**src/rtl/pc_fetch_ctrl_if.sv**
```systemverilog
// rtl/pc_fetch_ctrl_if.sv - fetch sequencer bus bundle: execute redirect, instruction memory, decode handoff
interface pc_fetch_ctrl_if #(
    parameter int DWIDTH = 32
);
    logic              stall;
    logic              redirect_valid;
    logic [DWIDTH-1:0] redirect_pc;
    logic              imem_req;
    logic [DWIDTH-1:0] imem_addr;
    logic              imem_ack;
    logic [31:0]       imem_rdata;
    logic              instr_valid;
    logic [31:0]       instr;
    logic [DWIDTH-1:0] instr_pc;
    logic              misalign_err;

    modport master (
        input  stall, redirect_valid, redirect_pc, imem_ack, imem_rdata,
        output imem_req, imem_addr, instr_valid, instr, instr_pc, misalign_err
    );

    modport slave (
        output stall, redirect_valid, redirect_pc, imem_ack, imem_rdata,
        input  imem_req, imem_addr, instr_valid, instr, instr_pc, misalign_err
    );
endinterface

```
**src/rtl/pc_fetch_ctrl.sv**
```systemverilog
// rtl/pc_fetch_ctrl.sv - rv32i fetch sequencer: PC register, single-outstanding imem fetch, redirect handling
module pc_fetch_ctrl #(
    parameter int                 DWIDTH   = 32,
    parameter logic [DWIDTH-1:0]  RESET_PC = '0
) (
    input  logic                  clk,
    input  logic                  rst,
    pc_fetch_ctrl_if.master       bus
);
    typedef enum logic [1:0] {
        IDLE = 2'd0,
        REQ  = 2'd1,
        OUT  = 2'd2,
        ERR  = 2'd3
    } state_t;

    state_t            state;
    state_t            state_next;
    logic [DWIDTH-1:0] pc;
    logic [DWIDTH-1:0] pc_next;
    logic [31:0]       instr_q;
    logic [DWIDTH-1:0] instr_pc_q;
    logic              capture;
    logic              redirect_take;
    logic              redirect_aligned;

    assign redirect_take    = bus.redirect_valid && (state != ERR);
    assign redirect_aligned = (bus.redirect_pc[1:0] == 2'b00);

    always_ff @(posedge clk) begin
        if (rst) begin
            state <= IDLE;
        end else begin
            state <= state_next;
        end
    end

    // A redirect overrides whatever the state would have done, including
    // discarding a word acked in the same cycle.
    always_comb begin
        state_next = state;
        pc_next    = pc;
        capture    = 1'b0;
        unique case (state)
            IDLE: state_next = REQ;
            REQ: begin
                if (bus.imem_ack) begin
                    capture    = 1'b1;
                    pc_next    = pc + DWIDTH'(4);
                    state_next = OUT;
                end
            end
            OUT: begin
                if (!bus.stall) begin
                    state_next = REQ;
                end
            end
            ERR: state_next = ERR;
            default: state_next = IDLE;
        endcase
        if (redirect_take) begin
            capture    = 1'b0;
            pc_next    = bus.redirect_pc;
            state_next = redirect_aligned ? REQ : ERR;
        end
    end

    always_ff @(posedge clk) begin
        if (rst) begin
            pc         <= RESET_PC;
            instr_q    <= '0;
            instr_pc_q <= '0;
        end else begin
            pc <= pc_next;
            if (capture) begin
                instr_q    <= bus.imem_rdata;
                instr_pc_q <= pc;
            end
        end
    end

    // Outputs decode only registered state, so no input reaches an output
    // combinationally.
    assign bus.imem_req     = (state == REQ);
    assign bus.imem_addr    = pc;
    assign bus.instr_valid  = (state == OUT);
    assign bus.instr        = instr_q;
    assign bus.instr_pc     = instr_pc_q;
    assign bus.misalign_err = (state == ERR);
endmodule
```
**src/flat_wrapper.sv**
```systemverilog
// flat-port wrapper written by rule: the top's interface ports become plain ports
module pc_fetch_ctrl_flat 
#(
    parameter int                 DWIDTH   = 32,
    parameter logic [DWIDTH-1:0]  RESET_PC = '0
)
  (clk, rst, bus_stall, bus_redirect_valid, bus_redirect_pc, bus_imem_ack, bus_imem_rdata, bus_imem_req, bus_imem_addr, bus_instr_valid, bus_instr, bus_instr_pc, bus_misalign_err);
  pc_fetch_ctrl_if #(.DWIDTH(DWIDTH)) bus_i ();
  input  logic clk;
  input  logic rst;
  input wire logic [$bits(bus_i.stall)-1:0] bus_stall;
  input wire logic [$bits(bus_i.redirect_valid)-1:0] bus_redirect_valid;
  input wire logic [$bits(bus_i.redirect_pc)-1:0] bus_redirect_pc;
  input wire logic [$bits(bus_i.imem_ack)-1:0] bus_imem_ack;
  input wire logic [$bits(bus_i.imem_rdata)-1:0] bus_imem_rdata;
  output wire logic [$bits(bus_i.imem_req)-1:0] bus_imem_req;
  output wire logic [$bits(bus_i.imem_addr)-1:0] bus_imem_addr;
  output wire logic [$bits(bus_i.instr_valid)-1:0] bus_instr_valid;
  output wire logic [$bits(bus_i.instr)-1:0] bus_instr;
  output wire logic [$bits(bus_i.instr_pc)-1:0] bus_instr_pc;
  output wire logic [$bits(bus_i.misalign_err)-1:0] bus_misalign_err;
  assign bus_i.stall = bus_stall;
  assign bus_i.redirect_valid = bus_redirect_valid;
  assign bus_i.redirect_pc = bus_redirect_pc;
  assign bus_i.imem_ack = bus_imem_ack;
  assign bus_i.imem_rdata = bus_imem_rdata;
  assign bus_imem_req = bus_i.imem_req;
  assign bus_imem_addr = bus_i.imem_addr;
  assign bus_instr_valid = bus_i.instr_valid;
  assign bus_instr = bus_i.instr;
  assign bus_instr_pc = bus_i.instr_pc;
  assign bus_misalign_err = bus_i.misalign_err;
  pc_fetch_ctrl #(.DWIDTH(DWIDTH), .RESET_PC(RESET_PC)) u_core (.clk(clk), .rst(rst), .bus(bus_i));
endmodule
```
**config.mk**
```make
export PLATFORM = sky130hd
export DESIGN_NAME = pc_fetch_ctrl_flat
export DESIGN_NICKNAME = d
export VERILOG_FILES = /design/src/rtl/pc_fetch_ctrl_if.sv /design/src/rtl/pc_fetch_ctrl.sv /design/src/flat_wrapper.sv
export SDC_FILE = /design/constraint.sdc
export NUM_CORES = 1
export LEC_CHECK = 0
export CORE_ASPECT_RATIO = 0.5
export CORE_MARGIN = 3
export CORE_UTILIZATION = 35
export DETAILED_ROUTE_END_ITERATION = 10
export PLACE_DENSITY = 0.67
export RECOVER_POWER = 25
export SLEW_MARGIN = 10
export SYNTH_ARGS = -nofsm -noshare
export SYNTH_HDL_FRONTEND = slang
export SYNTH_SLANG_ARGS = --single-unit
export TNS_END_PERCENT = 5
```
**constraint.sdc**
```tcl
create_clock -name clk -period 2.1 [get_ports clk]
set_input_delay 0.63 -clock clk [delete_from_list [all_inputs] [get_ports clk]]
set_output_delay 0.63 -clock clk [all_outputs]
set_load 0.01 [all_outputs]
```
## Word level (Yosys, flattened, before mapping)

Index checks and enable logic that the tools add are counted.

- Output and inout port bits: 99
- Logic and storage cells: 29
- Register bits after elaboration: 98
- Input port bits: 69

- Add/sub/neg operators: 1
- Mux-type cells: 11
- Reductions and logical operators: 7
- Equal/unequal tests: 6

Operators with widths:

| cell | number |
|---|---|
| 32-bit 2-to-1 mux | 3 |
| 32-bit by 3-bit adder with 32-bit output, second input constant | 1 |
| 2-bit 2-to-1 mux | 4 |
| 2-bit one-hot mux with 4 select lines | 1 |
| 3-bit by 2-bit inequality test with 1-bit output, second input constant | 2 |
| 2-bit equality test, second input constant | 2 |
| 2-bit zero test | 2 |
| 2-bit AND reduction | 2 |
| 2-bit nonzero test | 2 |
| 1-bit 2-to-1 mux | 3 |
| 2-bit by 1-bit equality test with 1-bit output, second input constant | 1 |
| 2-bit inequality test, second input constant | 1 |
| 1-bit logical AND | 1 |

## Longest topological paths before layout

- Depth in word-level cells: 4
- Depth in mapped cells: 9
- Mapped depth without buffers: 6

## Worst setup path before layout

No wires, ideal clock.

- Path kind: in2reg
- Start: input bus_redirect_valid
- End: register u_core.instr_pc_q[8], in the netlist u_core.bus.instr_pc[8]
- Buffers on the path: 4
- Required time: 2.030 ns
- Arrival: 1.892 ns
- Library setup time: 0.070 ns
- Cell stages on the path: 7
- Slack: 0.138 ns
- Cells stage by stage: clkbuf_1 nor4bb_1 clkbuf_1 buf_2 buf_1 nand2_1 a21oi_1

- Longest elaborated chain between the ends: 2

Ends and longest elaborated chain:

| what | RTL line | text |
|---|---|---|
| start: declaration | flat_wrapper.sv:12 | `input wire logic [$bits(bus_i.redirect_valid)-1:0] bus_redirect_valid;` |
| 1-bit logical AND | pc_fetch_ctrl.sv:27 | `assign redirect_take = bus.redirect_valid && (state != ERR);` |
| 1-bit 2-to-1 mux | pc_fetch_ctrl.sv:61 | `if (redirect_take) begin` |
| end signal: assignment | pc_fetch_ctrl.sv:77 | `instr_pc_q <= pc;` |
| end: declaration | pc_fetch_ctrl.sv:22 | `logic [DWIDTH-1:0] instr_pc_q;` |

No other way between the ends.
A chain may end at the register's enable or synchronous reset.

## Worst setup path in the final report

- Start: register u_core.pc[8], in the netlist u_core.bus.imem_addr[8]
- End: output bus_imem_addr[8]

RTL lines:

| what | RTL line | text |
|---|---|---|
| start: declaration | pc_fetch_ctrl.sv:19 | `logic [DWIDTH-1:0] pc;` |
| start signal: assignment | pc_fetch_ctrl.sv:74 | `pc <= pc_next;` |
| end: declaration | flat_wrapper.sv:17 | `output wire logic [$bits(bus_i.imem_addr)-1:0] bus_imem_addr;` |

No word-level cell between the ends.

==> reports/qor.yml <==
cts_setup_buffers: 0
final_cell_mix: "nand2_1 (159), clkdlybuf4s50_1 (125), dfxtp_1 (89)"
rsz0062_at_grt: "yes"
first_iter_violations: 303
dpl.hpwl_mm: 10.4
comb_power_share_pct: 15.5
seqPwrFrac_pct: 43.0
vias: 4573
fmax_mhz: 491
ys_types: 48
postSynthAreaPerCell_um2: 7.78
wl_met1_mm: 6.32
via_per_inst: 5.08
drv_slew: 0
slowest_delay_ns: 0.54
nNetsFinal: 807
antenna_left: 0
fin_crit_sh_pct: 97.0
worstPathRequired_ns: 1.47
ys_ff_latch: 98
gp_congestion: 0.860
clock_path_buffers: 2
grt_pass1_vias: 4340
layout-drive-gt1-share_pct: 12.4
num_io_pins: 168
cp_data_arrival_time_ns: 1.41
placementRows: 27
num_antenna_cells: 0
p_leak_uw: 0.00255
synthArstFlopShare_pct: 0
drv_cap: 0
dr.pass1.iters: 5
die_height_um: 83.7
synth-seq-area-share_pct: 46.4
met2_length_mm: 6.55
crit_chain: "buf_4, clkdlybuf4s50_1"
die_area_um2: 13500
synthFlopType: "dfxtp_1"
cts_tree: "yes"
fin_hold_ws_ns: 0.450
hold_violations: 0
min_period_ns: 2.04
antenna_found_initial: 0
final_cell_area_um2: 6800
crit_fanout: 6
finalSetupViolCount: 0
htreeDepth: 3
overflow: 0
die-width_um: 161
final_util_pct: 59.7
p_switching_uw: 1120
io_buffers: 167
ir_drop_uv: 363
hold_class: "register to register"
fp.coreArea_um2: 11400
cts_buffers: 9
finalClockSkew_ns: 0.00706
drt-total-wl_mm: 14.0
path_clk_slew_ns: 0.07
syn_area_um2: 4230
outcome: "complete, no violations"
hold_buffers: 0
wl_per_cell_um: 15.6
area_delta_synth_final_pct: 60.8
dpl_cell_area_um2: 6440
clkPwrFrac_pct: 41.4
end_kind: "output pin"
start_util_pct: 37.1
cts-root-buf: "clkbuf_16"
final_common_cell: "nand2_1"
sw_frac_of_total_pct: 24.2
cp_slowest_cell: "clkdlybuf4s50_1"
worstSetupPathType: "register to output pin"
clock_latency_ns: 0.34
p_int_uw: 3530
start_kind: "register"
tightestPinTransition_ns: 0.369
track_usage_pct: 20.4
maxSlewHeadroom_pct: 75.4
wl_met3_mm: 1.05
grt_pass1_wl_mm: 22.7
drc: 0
synth_edf_count: 0
p_per_area_nw_per_um2: 684
synth_fp_nets: 613
fillerInstances: 1057
highest_layer: "met4"
grt_max_degree: 36
ys_warn_count: 0
cts_sinks: 98
syn_inst: 543
==> power by group through the flow <==
stage	sequential [uW]	combinational, uW	clock [uW]
floorplan	2070	239	0
global placement	2040	726	0
detailed placement	2040	729	0
CTS	2000	731	1970
global route	2010	781	2040
finish	2000	721	1930
==> per-stage QoR <==
step	setup TNS [ns]	power, uW	instances	setup WS [ns]
final	0	4650	901	0.0639
after detailed placement	-14.87	2770	885	-0.245
after global routing	-0.0855	4830	901	-0.0213
after floorplan	0	2310	543	0.138
after CTS	0	4700	901	0.00432
after global placement	-9.80	2760	885	-0.159
==> cells by family (layout without fill, tap and decap cells) <==
logic type,Yosys count,in the layout,synth area share [%]
xor gates and xnor gates,12,12,2.49
and+or+nand+nor,244,244,26.8
muxes,2,2,0.503
adders and majority gates,1,1,0.296
buffers and inverters,45,244,4.09
AOI/OAI and AO/OA,141,141,19.4
DFF,98,98,46.4
==> synth_stat cells (2+ instances only) <==
cell | count | share of area, %
o22ai_1 | 9 | 1.3
nor4_1 | 3 | 0.44
nand2b_1 | 3 | 0.44
and3_1 | 2 | 0.30
o21ai_0 | 10 | 1.2
nor2_1 | 25 | 2.2
nor3_1 | 3 | 0.36
and4_1 | 5 | 1.0
xnor2_1 | 5 | 1.0
buf_2 | 3 | 0.36
a31oi_1 | 8 | 1.2
nor4_4 | 2 | 1.0
nand2_1 | 159 | 14
a221oi_1 | 4 | 0.83
a22oi_1 | 16 | 2.8
xor2_1 | 7 | 1.5
nor2b_1 | 3 | 0.44
a21o_1 | 2 | 0.36
dfxtp_1 | 98 | 46
buf_1 | 8 | 0.71
inv_1 | 3 | 0.27
or4_1 | 3 | 0.53
nand3_1 | 10 | 1.2
a211oi_1 | 2 | 0.36
and2_1 | 3 | 0.44
clkbuf_1 | 31 | 2.8
o211ai_1 | 2 | 0.36
a21oi_1 | 82 | 9.7
nand4_1 | 13 | 1.9
==> layout make-up <==
cell class	instances	area, um2	area share (%)
timing repair buffer	225	2130	31.4
multi-input combinational	400	2120	31.3
sequential	98	1980	29.1
clock buffer	10	239	3.52
tap	159	199	2.93
clock inverter	6	111	1.64
inverter	3	11.3	0.166
==> flip-flops by register name, indices dropped and copies added, names as in the netlist <==
name / count
u_core.state: 2
u_core.bus.instr_pc: 32
u_core.bus.instr: 32
u_core.bus.imem_addr: 32
==> metal layers <==
layer,global-route usage [%],vias to the layer above
met3,6.39,10
met1,26.8,2134
met5,0,-
met4,3.59,0
li1,-,2279
met2,33.6,150
==> critical path: cells and delay by family (launching register included) <==
family	cells	cell delay, ns
flops	1	0.37
buf+inv	2	0.69
==> path summary, 6_finish.rpt <==
path | startpoint | endpoint | slack [ns] | cells after the start
worst max-delay path | u_core.bus.imem_addr[8] | bus_imem_addr[8] | 0.06 | 2
worst min-delay path | u_core.bus.instr[26] | u_core.bus.instr[26] | 0.45 | 2
worst max register to register | u_core.bus.imem_addr[2] | u_core.bus.imem_addr[30] | 0.15 | 7
worst min register to register | u_core.bus.instr[26] | u_core.bus.instr[26] | 0.45 | 2
==> repair_timing <==
item | in CTS | in global routing
pin swaps | 0 | 2
setup endpoints to repair | 5 | 21
gates resized for setup | 9 | 7
Power figures use the tool's default switching activity.
